File: src/rtl/ecc_hamming_74_pkg.sv
// ecc_hamming_74_pkg: shared types and codeword layout for the (7,4) SEC-DED scrubber
package ecc_hamming_74_pkg;
    localparam int ECC_WORD_W = 8;
    localparam int POS_P1 = 0;
    localparam int POS_P2 = 1;
    localparam int POS_P4 = 3;
    localparam int POS_D0 = 2;
    localparam int POS_D1 = 4;
    localparam int POS_D2 = 5;
    localparam int POS_D3 = 6;
    typedef enum logic [2:0] {IDLE, HOST_RD, HOST_CHK, SCRUB_RD, SCRUB_CHK, SCRUB_WB} state_t;
    typedef enum logic {GRANT_HOST, GRANT_SCRUB} grant_t;
endpackage

File: src/rtl/ecc_hamming_74_scrubber_if.sv
// ecc_hamming_74_scrubber_if: host read request/response channel
interface ecc_hamming_74_scrubber_if #(parameter int AW = 8);
    logic          host_rd_valid;
    logic          host_rd_ready;
    logic [AW-1:0] host_rd_addr;
    logic          host_rsp_valid;
    logic [3:0]    host_rsp_data;
    logic [1:0]    host_rsp_err;
    modport master (output host_rd_valid, host_rd_addr,
                    input  host_rd_ready, host_rsp_valid, host_rsp_data, host_rsp_err);
    modport slave  (input  host_rd_valid, host_rd_addr,
                    output host_rd_ready, host_rsp_valid, host_rsp_data, host_rsp_err);
endinterface

File: src/rtl/ecc_hamming_74_scrubber_decoder.sv
// ecc_hamming_74_decoder: (7,4) Hamming syndrome, corrected data and SEC-DED classification
module ecc_hamming_74_decoder
    import ecc_hamming_74_pkg::*;
(
    input  logic [ECC_WORD_W-1:0] word,
    output logic [2:0]            syndrome,
    output logic [3:0]            data,
    output logic                  single_err,
    output logic                  double_err
);
    logic [6:0] cw_fix;
    assign syndrome = {word[POS_P4] ^ word[POS_D1] ^ word[POS_D2] ^ word[POS_D3],
                       word[POS_P2] ^ word[POS_D0] ^ word[POS_D2] ^ word[POS_D3],
                       word[POS_P1] ^ word[POS_D0] ^ word[POS_D1] ^ word[POS_D3]};
    assign cw_fix = word[6:0] ^ 7'((8'd1 << syndrome) >> 1);
    assign data = {cw_fix[POS_D3], cw_fix[POS_D2], cw_fix[POS_D1], cw_fix[POS_D0]};
    // Odd overall parity means one flipped bit, including the extra-parity bit itself
    assign single_err = ^word;
    assign double_err = !single_err && |syndrome;
endmodule

File: src/rtl/ecc_hamming_74_scrubber.sv
// ecc_hamming_74_scrubber: RAM port owner arbitrating host reads and a background ECC scrubber
module ecc_hamming_74_scrubber
    import ecc_hamming_74_pkg::*;
#(
    parameter int AW             = 8,
    parameter int SCRUB_INTERVAL = 1024,
    parameter int CNT_W          = 16
) (
    input  logic                  clk,
    input  logic                  rst_n,
    input  logic                  scrub_en,
    input  logic                  clr_stat,
    ecc_hamming_74_scrubber_if.slave host,
    output logic                  mem_req,
    output logic                  mem_we,
    output logic [AW-1:0]         mem_addr,
    output logic [ECC_WORD_W-1:0] mem_wdata,
    input  logic [ECC_WORD_W-1:0] mem_rdata,
    output logic [CNT_W-1:0]      err_single_cnt,
    output logic [CNT_W-1:0]      err_double_cnt,
    output logic                  dbe_flag,
    output logic [AW-1:0]         dbe_addr,
    output logic                  scrub_busy
);
    localparam int IVL_W = $clog2(SCRUB_INTERVAL);
    state_t state, state_nx;
    grant_t last_grant;
    logic [IVL_W-1:0] ivl_cnt;
    logic ivl_wrap, scrub_pending, scrub_grant, host_grant, chk;
    logic [AW-1:0] scrub_addr, addr_q;
    logic [ECC_WORD_W-1:0] dec_word;
    logic [2:0] syndrome;
    logic [3:0] dec_data;
    logic single_err, double_err;
    logic [6:0] cw_fix;

    assign chk = state == HOST_CHK || state == SCRUB_CHK;
    assign dec_word = chk ? mem_rdata : '0;

    ecc_hamming_74_decoder u_dec (
        .word       (dec_word),
        .syndrome   (syndrome),
        .data       (dec_data),
        .single_err (single_err),
        .double_err (double_err)
    );

    assign cw_fix = mem_rdata[6:0] ^ 7'((8'd1 << syndrome) >> 1);
    assign ivl_wrap = ivl_cnt == IVL_W'(SCRUB_INTERVAL - 1);
    // Under contention the scrubber wins only if the host had the previous grant
    assign scrub_grant = state == IDLE && scrub_en && scrub_pending &&
                         (!host.host_rd_valid || last_grant == GRANT_HOST);
    assign host.host_rd_ready = state == IDLE && !scrub_grant;
    assign host_grant = host.host_rd_valid && host.host_rd_ready;
    assign mem_req = state inside {HOST_RD, SCRUB_RD, SCRUB_WB};
    assign mem_we = state == SCRUB_WB;
    assign mem_addr = addr_q;
    assign scrub_busy = state inside {SCRUB_RD, SCRUB_CHK, SCRUB_WB};

    always_comb begin
        state_nx = IDLE;
        case (state)
            IDLE:      state_nx = scrub_grant ? SCRUB_RD : host_grant ? HOST_RD : IDLE;
            HOST_RD:   state_nx = HOST_CHK;
            SCRUB_RD:  state_nx = SCRUB_CHK;
            SCRUB_CHK: state_nx = single_err ? SCRUB_WB : IDLE;
            default:   state_nx = IDLE;
        endcase
    end

    always_ff @(posedge clk or negedge rst_n) begin
        if (!rst_n) begin
            state                <= IDLE;
            last_grant           <= GRANT_SCRUB;
            ivl_cnt              <= '0;
            scrub_pending        <= 1'b0;
            scrub_addr           <= '0;
            addr_q               <= '0;
            mem_wdata            <= '0;
            host.host_rsp_valid  <= 1'b0;
            host.host_rsp_data   <= '0;
            host.host_rsp_err    <= '0;
            err_single_cnt       <= '0;
            err_double_cnt       <= '0;
            dbe_flag             <= 1'b0;
            dbe_addr             <= '0;
        end else begin
            state <= state_nx;
            if (scrub_en) ivl_cnt <= ivl_wrap ? '0 : ivl_cnt + 1'b1;
            scrub_pending <= (scrub_en && ivl_wrap) || (scrub_pending && state != SCRUB_RD);
            if (scrub_grant) begin
                last_grant <= GRANT_SCRUB;
                addr_q     <= scrub_addr;
            end else if (host_grant) begin
                last_grant <= GRANT_HOST;
                addr_q     <= host.host_rd_addr;
            end
            if (state == SCRUB_CHK) begin
                scrub_addr <= scrub_addr + 1'b1;
                mem_wdata  <= {^cw_fix, cw_fix};
            end
            host.host_rsp_valid <= state == HOST_CHK;
            if (state == HOST_CHK) begin
                host.host_rsp_data <= dec_data;
                host.host_rsp_err  <= {double_err, single_err};
            end
            if (clr_stat) begin
                err_single_cnt <= '0;
                err_double_cnt <= '0;
                dbe_flag       <= 1'b0;
                dbe_addr       <= '0;
            end else if (chk) begin
                if (single_err && !(&err_single_cnt)) err_single_cnt <= err_single_cnt + 1'b1;
                if (double_err && !(&err_double_cnt)) err_double_cnt <= err_double_cnt + 1'b1;
                if (double_err && !dbe_flag) begin
                    dbe_flag <= 1'b1;
                    dbe_addr <= addr_q;
                end
            end
        end
    end
endmodule

File: src/flat_wrapper.sv
// flat-port wrapper written by rule: the top's interface ports become plain ports
module ecc_hamming_74_scrubber_flat import ecc_hamming_74_pkg::*;
#(
    parameter int AW             = 8,
    parameter int SCRUB_INTERVAL = 1024,
    parameter int CNT_W          = 16
)
  (clk, rst_n, scrub_en, clr_stat, mem_req, mem_we, mem_addr, mem_wdata, mem_rdata, err_single_cnt, err_double_cnt, dbe_flag, dbe_addr, scrub_busy, host_host_rd_valid, host_host_rd_addr, host_host_rd_ready, host_host_rsp_valid, host_host_rsp_data, host_host_rsp_err);
  ecc_hamming_74_scrubber_if #(.AW(AW)) host_i ();
  input  logic clk;
  input  logic rst_n;
  input  logic scrub_en;
  input  logic clr_stat;
  output logic mem_req;
  output logic mem_we;
  output logic [AW-1:0] mem_addr;
  output logic [ECC_WORD_W-1:0] mem_wdata;
  input  logic [ECC_WORD_W-1:0] mem_rdata;
  output logic [CNT_W-1:0] err_single_cnt;
  output logic [CNT_W-1:0] err_double_cnt;
  output logic dbe_flag;
  output logic [AW-1:0] dbe_addr;
  output logic scrub_busy;
  input wire logic [$bits(host_i.host_rd_valid)-1:0] host_host_rd_valid;
  input wire logic [$bits(host_i.host_rd_addr)-1:0] host_host_rd_addr;
  output wire logic [$bits(host_i.host_rd_ready)-1:0] host_host_rd_ready;
  output wire logic [$bits(host_i.host_rsp_valid)-1:0] host_host_rsp_valid;
  output wire logic [$bits(host_i.host_rsp_data)-1:0] host_host_rsp_data;
  output wire logic [$bits(host_i.host_rsp_err)-1:0] host_host_rsp_err;
  assign host_i.host_rd_valid = host_host_rd_valid;
  assign host_i.host_rd_addr = host_host_rd_addr;
  assign host_host_rd_ready = host_i.host_rd_ready;
  assign host_host_rsp_valid = host_i.host_rsp_valid;
  assign host_host_rsp_data = host_i.host_rsp_data;
  assign host_host_rsp_err = host_i.host_rsp_err;
  ecc_hamming_74_scrubber #(.AW(AW), .SCRUB_INTERVAL(SCRUB_INTERVAL), .CNT_W(CNT_W)) u_core (.clk(clk), .rst_n(rst_n), .scrub_en(scrub_en), .clr_stat(clr_stat), .host(host_i), .mem_req(mem_req), .mem_we(mem_we), .mem_addr(mem_addr), .mem_wdata(mem_wdata), .mem_rdata(mem_rdata), .err_single_cnt(err_single_cnt), .err_double_cnt(err_double_cnt), .dbe_flag(dbe_flag), .dbe_addr(dbe_addr), .scrub_busy(scrub_busy));
endmodule
File: config.mk
export PLATFORM = sky130hd
export DESIGN_NAME = ecc_hamming_74_scrubber_flat
export DESIGN_NICKNAME = d
export VERILOG_FILES = /design/src/rtl/ecc_hamming_74_pkg.sv /design/src/rtl/ecc_hamming_74_scrubber_if.sv /design/src/rtl/ecc_hamming_74_scrubber_decoder.sv /design/src/rtl/ecc_hamming_74_scrubber.sv /design/src/flat_wrapper.sv
export SDC_FILE = /design/constraint.sdc
export NUM_CORES = 1
export LEC_CHECK = 0
export ABC_CLOCK_PERIOD_IN_PS = 2200
export CAP_MARGIN = 0
export CORE_MARGIN = 1.5
export CORE_UTILIZATION = 34
export CTS_BUF_LIST = sky130_fd_sc_hd__clkbuf_16
export DETAILED_ROUTE_END_ITERATION = 16
export PLACE_DENSITY_LB_ADDON = 0.1
export SYNTH_ARGS = -nofsm -noshare
export SYNTH_HDL_FRONTEND = slang
export SYNTH_SLANG_ARGS = --single-unit
File: constraint.sdc
create_clock -name clk -period 2.2 [get_ports clk]
set_input_delay 0.44 -clock clk [delete_from_list [all_inputs] [get_ports clk]]
set_output_delay 0.44 -clock clk [all_outputs]
set_load 0.03 [all_outputs]
==> results.py, run 1 <==
metrics = {
    "status": {
        "status": "completed",
    },
    "routing": {
        "drt_drc_violations_left": 0,
        "firstDrtPassIters": 4,
        "num_vias": 3755,
        "wl_mm": 11.1,
        "viasPerCell": 4.93,
        "detail-route-antenna-nets": 0,
        "dr.first_iter.drc_count": 206,
        "post_drt_wl_per_cell_um": 14.6,
    },
    "synthesis": {
        "yosys_most_used_dff": "dfrtp_1",
        "synth.area.top_cells": "dfrtp_1 50%, xnor2_1 6.3%, nor2_1 5.0%, nand2_1 3.8%, a21oi_1 3.6%",
        "synthesis.nets": 478,
        "syn-cell-area_mm2": 0.00434,
        "ys_ff_latch": 87,
        "ys_types": 47,
        "netlist_instances": 453,
        "yosys_warnings": 0,
        "yosysMostFrequentCell": "dfrtp_1",
        "synthArstFlopShare_pct": 100,
        "synth_top_area_cell": "dfrtp_1",
        "synth_edf_count": 0,
        "netlist_top_cells_count": "86 x dfrtp_1, 58 x nor2_1, 44 x nand2_1, 31 x a21oi_1, 31 x xnor2_1",
        "yosysTopAreaCellShare_pct": 49.6,
        "ys_seq_area_share_pct": 50.2,
        "syn_area_per_cell_um2": 9.58,
    },
    "finish": {
        "final_cells": 762,
        "area_growth_pct": 41.2,
        "nNetsFinal": 610,
        "layout-drive-gt1-share_pct": 16.8,
        "antennaDiodeCount": 0,
    },
    "pwr": {
        "power_uw": 6300,
        "power_density_mw_per_mm2": 1030,
        "power.leakage_uw": 0.00258,
        "vdd_drop_max_v": 0.000566,
    },
    "cts": {
        "clkLatencyLatePin_ps": 360,
        "hold_buffers": 0,
        "clk_pin_slew_ps": 70,
        "numCtsBuffers": 9,
        "cts_tree": "built",
        "htreeDepth": 3,
        "cts_buffer_depth": 2,
        "clock-root-buffer": "clkbuf_16",
        "numClockSinks": 87,
    },
    "die": {
        "io_pins": 89,
        "core_area_mm2": 0.0125,
        "die_h_um": 116,
        "dieArea_mm2": 0.0134,
        "start_util_pct": 34.7,
        "die_w_um": 116,
        "num_rows": 41,
    },
    "worst_setup_path": {
        "crit_type": "input pin to register",
        "path_cells": "dlygate4sd2_1 -> xor2_2 -> xor2_2 -> buf_4 -> xnor2_2 -> nand3_2 -> buf_6 -> or4_1 -> a21oi_1",
        "startpoint_type": "input pin",
        "r2r_cells": 9,
        "arrival_ps": 2410,
        "critPathMostFrequentCell": "xor2_2",
        "cp.required_ps": 2480,
        "max_stage_delay_ps": 460,
        "worstPathMaxFanout": 9,
        "slowest_stage": "or4_1",
        "endpoint_kind": "register",
    },
    "sta": {
        "rsz0062_at_grt": "yes",
        "finalCriticalPeriod_ps": 2130,
        "finalClockSkew_ps": 10.4,
        "hold_viol": 0,
        "fin_crit_sh_pct": 96.9,
        "relSlewSlack_pct": 73.1,
        "worst_pin_slew_ps": 394,
        "setup_viol": 0,
        "maxSlewViolCount": 0,
        "clock.fmax_mhz": 469,
    },
    "run": {
        "drv_cap": 0,
    },
    "placed_design": {
        "routabilityCongestion": 0.782,
        "dpl.hpwl_mm": 8.15,
        "dp_cells": 742,
        "port_buffers": 88,
    },
    "global_route": {
        "grtUsageTotal_pct": 17.6,
        "grt-ovfl-total": 0,
        "grt_pass1_vias": 3771,
        "grt_antenna_before_repair": 0,
        "grt_pass1_wl_mm": 18.4,
        "grt_max_degree": 40,
    },
    "min_path": {
        "hp-class": "input pin to asynchronous set/reset pin",
    },
}
## where the power goes
group | total [uW] | internal [uW] | switching [uW]
registers | 2250 | 1940 | 311
clock network | 1570 | 887 | 682
logic | 2470 | 1090 | 1390
## stage by stage
stage          hold slack [ps]  setup TNS [ps]  instance area (um^2)  worst slack (ps)  util (%)
2_1_floorplan              144            -588                  4370              -161         -
3_3_place_gp               383          -23160                  5750              -688      45.9
3_5_place_dp               388          -24600                  5750              -715      45.9
4_1_cts                   12.1               0                  6100              39.6      48.7
5_1_grt                   25.6           -22.7                  6130             -18.7      49.0
6_report                  6.88               0                  6130              67.5      49.0
## repair_timing
| item | CTS | global route |
|---|---|---|
| endpoints found under the setup margin | 42 | 18 |
| setup buffers | 2 | 2 |
| resized for setup | 23 | 6 |
| pin swaps | 8 | 5 |
## final cells by class
| cell class | count | area [um^2] |
|---|---|---|
| clock buffers | 9 | 225 |
| repair buffers | 142 | 1270 |
| well taps | 172 | 215 |
| fillers | 1216 | 6390 |
| clock inverters | 7 | 72.6 |
| multi-input cells | 336 | 2130 |
| flip-flops and latches | 87 | 2180 |
| inverters | 9 | 33.8 |
## per-layer routing
metal | GRT usage (%) | vias up | part of all wire (%)
met5 | 0 | - | 0
li1 | - | 1858 | -
met4 | 5.69 | 0 | 1.6
met2 | 28.5 | 87 | 47
met1 | 23.2 | 1793 | 46
met3 | 4.45 | 17 | 4.8
## state kept, by name, indices dropped and copies added, names as in the netlist
name	cells
u_core.err_double_cnt	16
u_core.host.host_rsp_data	4
u_core.host.host_rsp_err	2
u_core.last_grant	1
u_core.ivl_cnt	10
u_core.mem_wdata	8
u_core.dbe_addr	8
u_core.scrub_addr	8
u_core.scrub_pending	1
u_core.mem_addr	8
u_core.err_single_cnt	16
u_core.host.host_rsp_valid	1
u_core.state	3
u_core.dbe_flag	1
## placed cells by master (no fill, tap or decap), types with 3 or more instances in the layout
cell             count
a21oi_1             31
and3_1               5
buf_4               55
clkbuf_16            9
clkdlybuf4s50_1     76
dfrtp_1             84
dlygate4sd2_1        6
ha_1                 4
inv_1               11
inv_6                3
mux2_2               3
mux2i_1             11
nand2_1             44
nand3_1             20
nand4_1             12
nor2_1              58
nor3_1               5
nor4_1               8
o21ai_0             25
o22ai_1              8
o31ai_1              4
or3_1               15
or4_1                5
xnor2_1             26
xnor2_2              5
xor2_1              14
## final timing paths
check	endpoint	slack [ps]	startpoint
min reg2reg	u_core.scrub_addr[7]$_DFFE_PN0P_	470	u_core.scrub_addr[7]$_DFFE_PN0P_
min	u_core.dbe_addr[3]$_DFFE_PN0P_	7	rst_n
max	u_core.err_single_cnt[5]$_DFFE_PN0P_	70	mem_rdata[3]
max in group asynchronous	u_core.host.host_rsp_err[1]$_DFFE_PN0P_	1540	rst_n
min in group clk	u_core.scrub_addr[7]$_DFFE_PN0P_	470	u_core.scrub_addr[7]$_DFFE_PN0P_
max reg2reg	u_core.err_single_cnt[1]$_DFFE_PN0P_	120	u_core.err_single_cnt[0]$_DFFE_PN0P_
## critical path, delay by kind of cell
kind	cells	cell delay (ps)
AOI/OAI and AO/OA	1	150
xor gates and xnor gates	3	630
buffers and inverters	3	620
and+or+nand+nor	2	560
## logic make-up after synthesis
| family | after synthesis | share of synthesized area, % |
|---|---|---|
| xor gates and xnor gates | 49 | 10.8 |
| muxes | 14 | 3.32 |
| buffers and inverters | 30 | 2.71 |
| DFF | 87 | 50.2 |
| and+or+nand+nor | 188 | 21.0 |
| AOI/OAI and AO/OA | 81 | 10.8 |
| adders and majority gates | 4 | 1.15 |
(Power assumes the default switching activity.)
==> run 2: changes to the inputs <==
--- a/config.mk
+++ b/config.mk
@@ -11,6 +11,7 @@
 export CORE_UTILIZATION = 34
 export CTS_BUF_LIST = sky130_fd_sc_hd__clkbuf_16
 export DETAILED_ROUTE_END_ITERATION = 16
+export MAX_ROUTING_LAYER = met4
 export PLACE_DENSITY_LB_ADDON = 0.1
 export SYNTH_ARGS = -nofsm -noshare
 export SYNTH_HDL_FRONTEND = slang
==> results.py, run 2 (synthesized netlist as in run 1, its figures left out) <==
metrics = {
    "worst_setup_path": {
        "cp-startpoint": "mem_rdata[3]",
        "startpoint_type": "input pin",
        "path_cells": "dlygate4sd2_1 -> xor2_2 -> xor2_2 -> buf_4 -> xnor2_2 -> nand3_2 -> buf_6 -> or4_1 -> a21oi_1",
        "r2r_slack_ps": 120,
        "worstPathMaxFanout": 9,
        "r2r_end": "u_core.err_single_cnt[1]$_DFFE_PN0P_",
        "crit_path_end": "u_core.err_single_cnt[5]$_DFFE_PN0P_",
        "arrival_ps": 2410,
        "crit_type": "input pin to register",
        "critPathMostFrequentCell": "xor2_2",
        "slowest_stage": "or4_1",
        "r2r_cells": 9,
        "endpoint_kind": "register",
        "r2r_start": "u_core.err_single_cnt[0]$_DFFE_PN0P_",
        "max_stage_delay_ps": 460,
        "cp.required_ps": 2480,
    },
    "cts": {
        "clock-root-buffer": "clkbuf_16",
        "cts_buffer_depth": 2,
        "cts_tree": "built",
        "htreeDepth": 3,
        "numCtsBuffers": 9,
        "numClockSinks": 87,
        "clkLatencyLatePin_ps": 360,
        "clk_pin_slew_ps": 70,
    },
    "sta": {
        "maxSlewViolCount": 0,
        "relSlewSlack_pct": 73.2,
        "finalCriticalPeriod_ps": 2130,
        "finalSetupTns_ps": 0,
        "worst_pin_slew_ps": 391,
        "hold_viol": 0,
        "fin_crit_sh_pct": 96.7,
        "rsz0062_at_grt": "yes",
        "setup_viol": 0,
        "clock.fmax_mhz": 470,
        "finalClockSkew_ps": 9.79,
    },
    "finish": {
        "final_cells": 762,
        "largestRegisters": "u_core.err_double_cnt (16), u_core.err_single_cnt (16), u_core.ivl_cnt (10)",
        "area_growth_pct": 41.2,
        "antennaDiodeCount": 0,
        "nNetsFinal": 610,
        "final_util_pct": 49.0,
        "regArea_mm2": 0.00218,
        "final_common_cell": "dfrtp_1",
        "fillers": 1216,
        "final_cell_area_mm2": 0.00613,
        "layout-drive-gt1-share_pct": 16.8,
        "final_cell_mix": "84 x dfrtp_1, 76 x clkdlybuf4s50_1, 58 x nor2_1",
        "multi_input_area_mm2": 0.00213,
    },
    "min_path": {
        "hp-class": "input pin to asynchronous set/reset pin",
    },
    "routing": {
        "num_vias": 3775,
        "wl_mm": 11.1,
        "firstDrtPassIters": 4,
        "viasPerCell": 4.95,
        "dr.first_iter.drc_count": 203,
        "post_drt_wl_per_cell_um": 14.6,
        "drt_drc_violations_left": 0,
        "detail-route-antenna-nets": 0,
    },
    "pwr": {
        "power_density_mw_per_mm2": 1030,
        "combPwrFrac_pct": 39.3,
        "internal-power_uw": 3920,
        "power.switching_uw": 2380,
        "p_seq_share_pct": 35.8,
        "switching_share_pct": 37.8,
        "vdd_drop_max_v": 0.000565,
        "power.leakage_uw": 0.00258,
        "p_clk_share_pct": 24.9,
    },
    "placed_design": {
        "dpl.hpwl_mm": 8.15,
        "port_buffers": 88,
        "placed_area_mm2": 0.00575,
        "dp_cells": 742,
        "routabilityCongestion": 0.793,
    },
    "global_route": {
        "grt_antenna_before_repair": 0,
        "grt_pass1_vias": 3771,
        "grt-ovfl-total": 0,
        "grt_pass1_wl_mm": 18.4,
        "grt_max_degree": 40,
        "grtUsageTotal_pct": 18.2,
    },
    "die": {
        "io_pins": 89,
        "dieArea_mm2": 0.0134,
        "die_h_um": 116,
        "core_area_mm2": 0.0125,
        "num_rows": 41,
        "start_util_pct": 34.7,
        "die_w_um": 116,
    },
    "status": {
        "status": "completed",
    },
    "run": {
        "drv_cap": 0,
    },
}
[run 2: cell counts in the layout (fill, tap and decap cells not counted)]
Identical to the previous run, type by type.
[run 2: area by class of cell]
class / instances / share of cell area (%)
multi-input combinational: 336 / 34.7
timing repair buffer: 142 / 20.8
inverter: 9 / 0.551
tap: 172 / 3.51
clock buffer: 9 / 3.67
sequential: 87 / 35.6
clock inverter: 7 / 1.18
[run 2: what timing repair did]
item                       CTS  global route
cloned                       0             0
pin swaps                    8             5
hold buffers                 0             0
hold endpoints to repair     0             0
setup endpoints to repair   42            18
gates resized for setup     23             6
setup buffers                2             2
[run 2: power groups by stage]
stage	clock network [uW]	logic, uW	registers [uW]
final	1570	2470	2260
after global placement	0	2410	2290
after global routing	1670	2680	2320
after CTS	1600	2470	2270
after detailed placement	0	2440	2290
after floorplan	0	949	2670
[run 2: worst min-delay path by stage]
stage                from                        endpoint  depth (start not counted)
global route        rst_n  u_core.mem_addr[5]$_DFFE_PN0P_                          1
detailed placement  rst_n  u_core.mem_addr[5]$_DFFE_PN0P_                          1
CTS                 rst_n  u_core.mem_addr[5]$_DFFE_PN0P_                          1
finish              rst_n  u_core.dbe_addr[3]$_DFFE_PN0P_                          1
floorplan           rst_n  u_core.dbe_addr[0]$_DFFE_PN0P_                          0
global placement    rst_n  u_core.mem_addr[6]$_DFFE_PN0P_                          1
[run 2: metal layers]
metal  share of wire (%)  GRT usage (%)  vias up  routed length (um)
met5                   0              -        -                   0
met4                 1.5           5.69        0                 167
met3                 4.7           4.29       17                 520
met2                  47           28.4       90                5250
met1                  47           23.4     1807                5200
li1                    -              -     1861                   -
[run 2: per-stage QoR]
stage          worst slack (ps)  power (uW)  hold slack [ps]
6_report                   73.2        6300             7.07
5_1_grt                   -18.7        6670             25.6
4_1_cts                    39.6        6340             12.1
3_5_place_dp               -715        4730              388
3_3_place_gp               -688        4690              383
2_1_floorplan              -161        3620              144
[run 2: critical path, delay by kind of cell]
| family | cells | cell delay [ps] |
|---|---|---|
| buffers and inverters | 3 | 620 |
| and+or+nand+nor | 2 | 560 |
| xor gates and xnor gates | 3 | 630 |
| AOI/OAI and AO/OA | 1 | 150 |
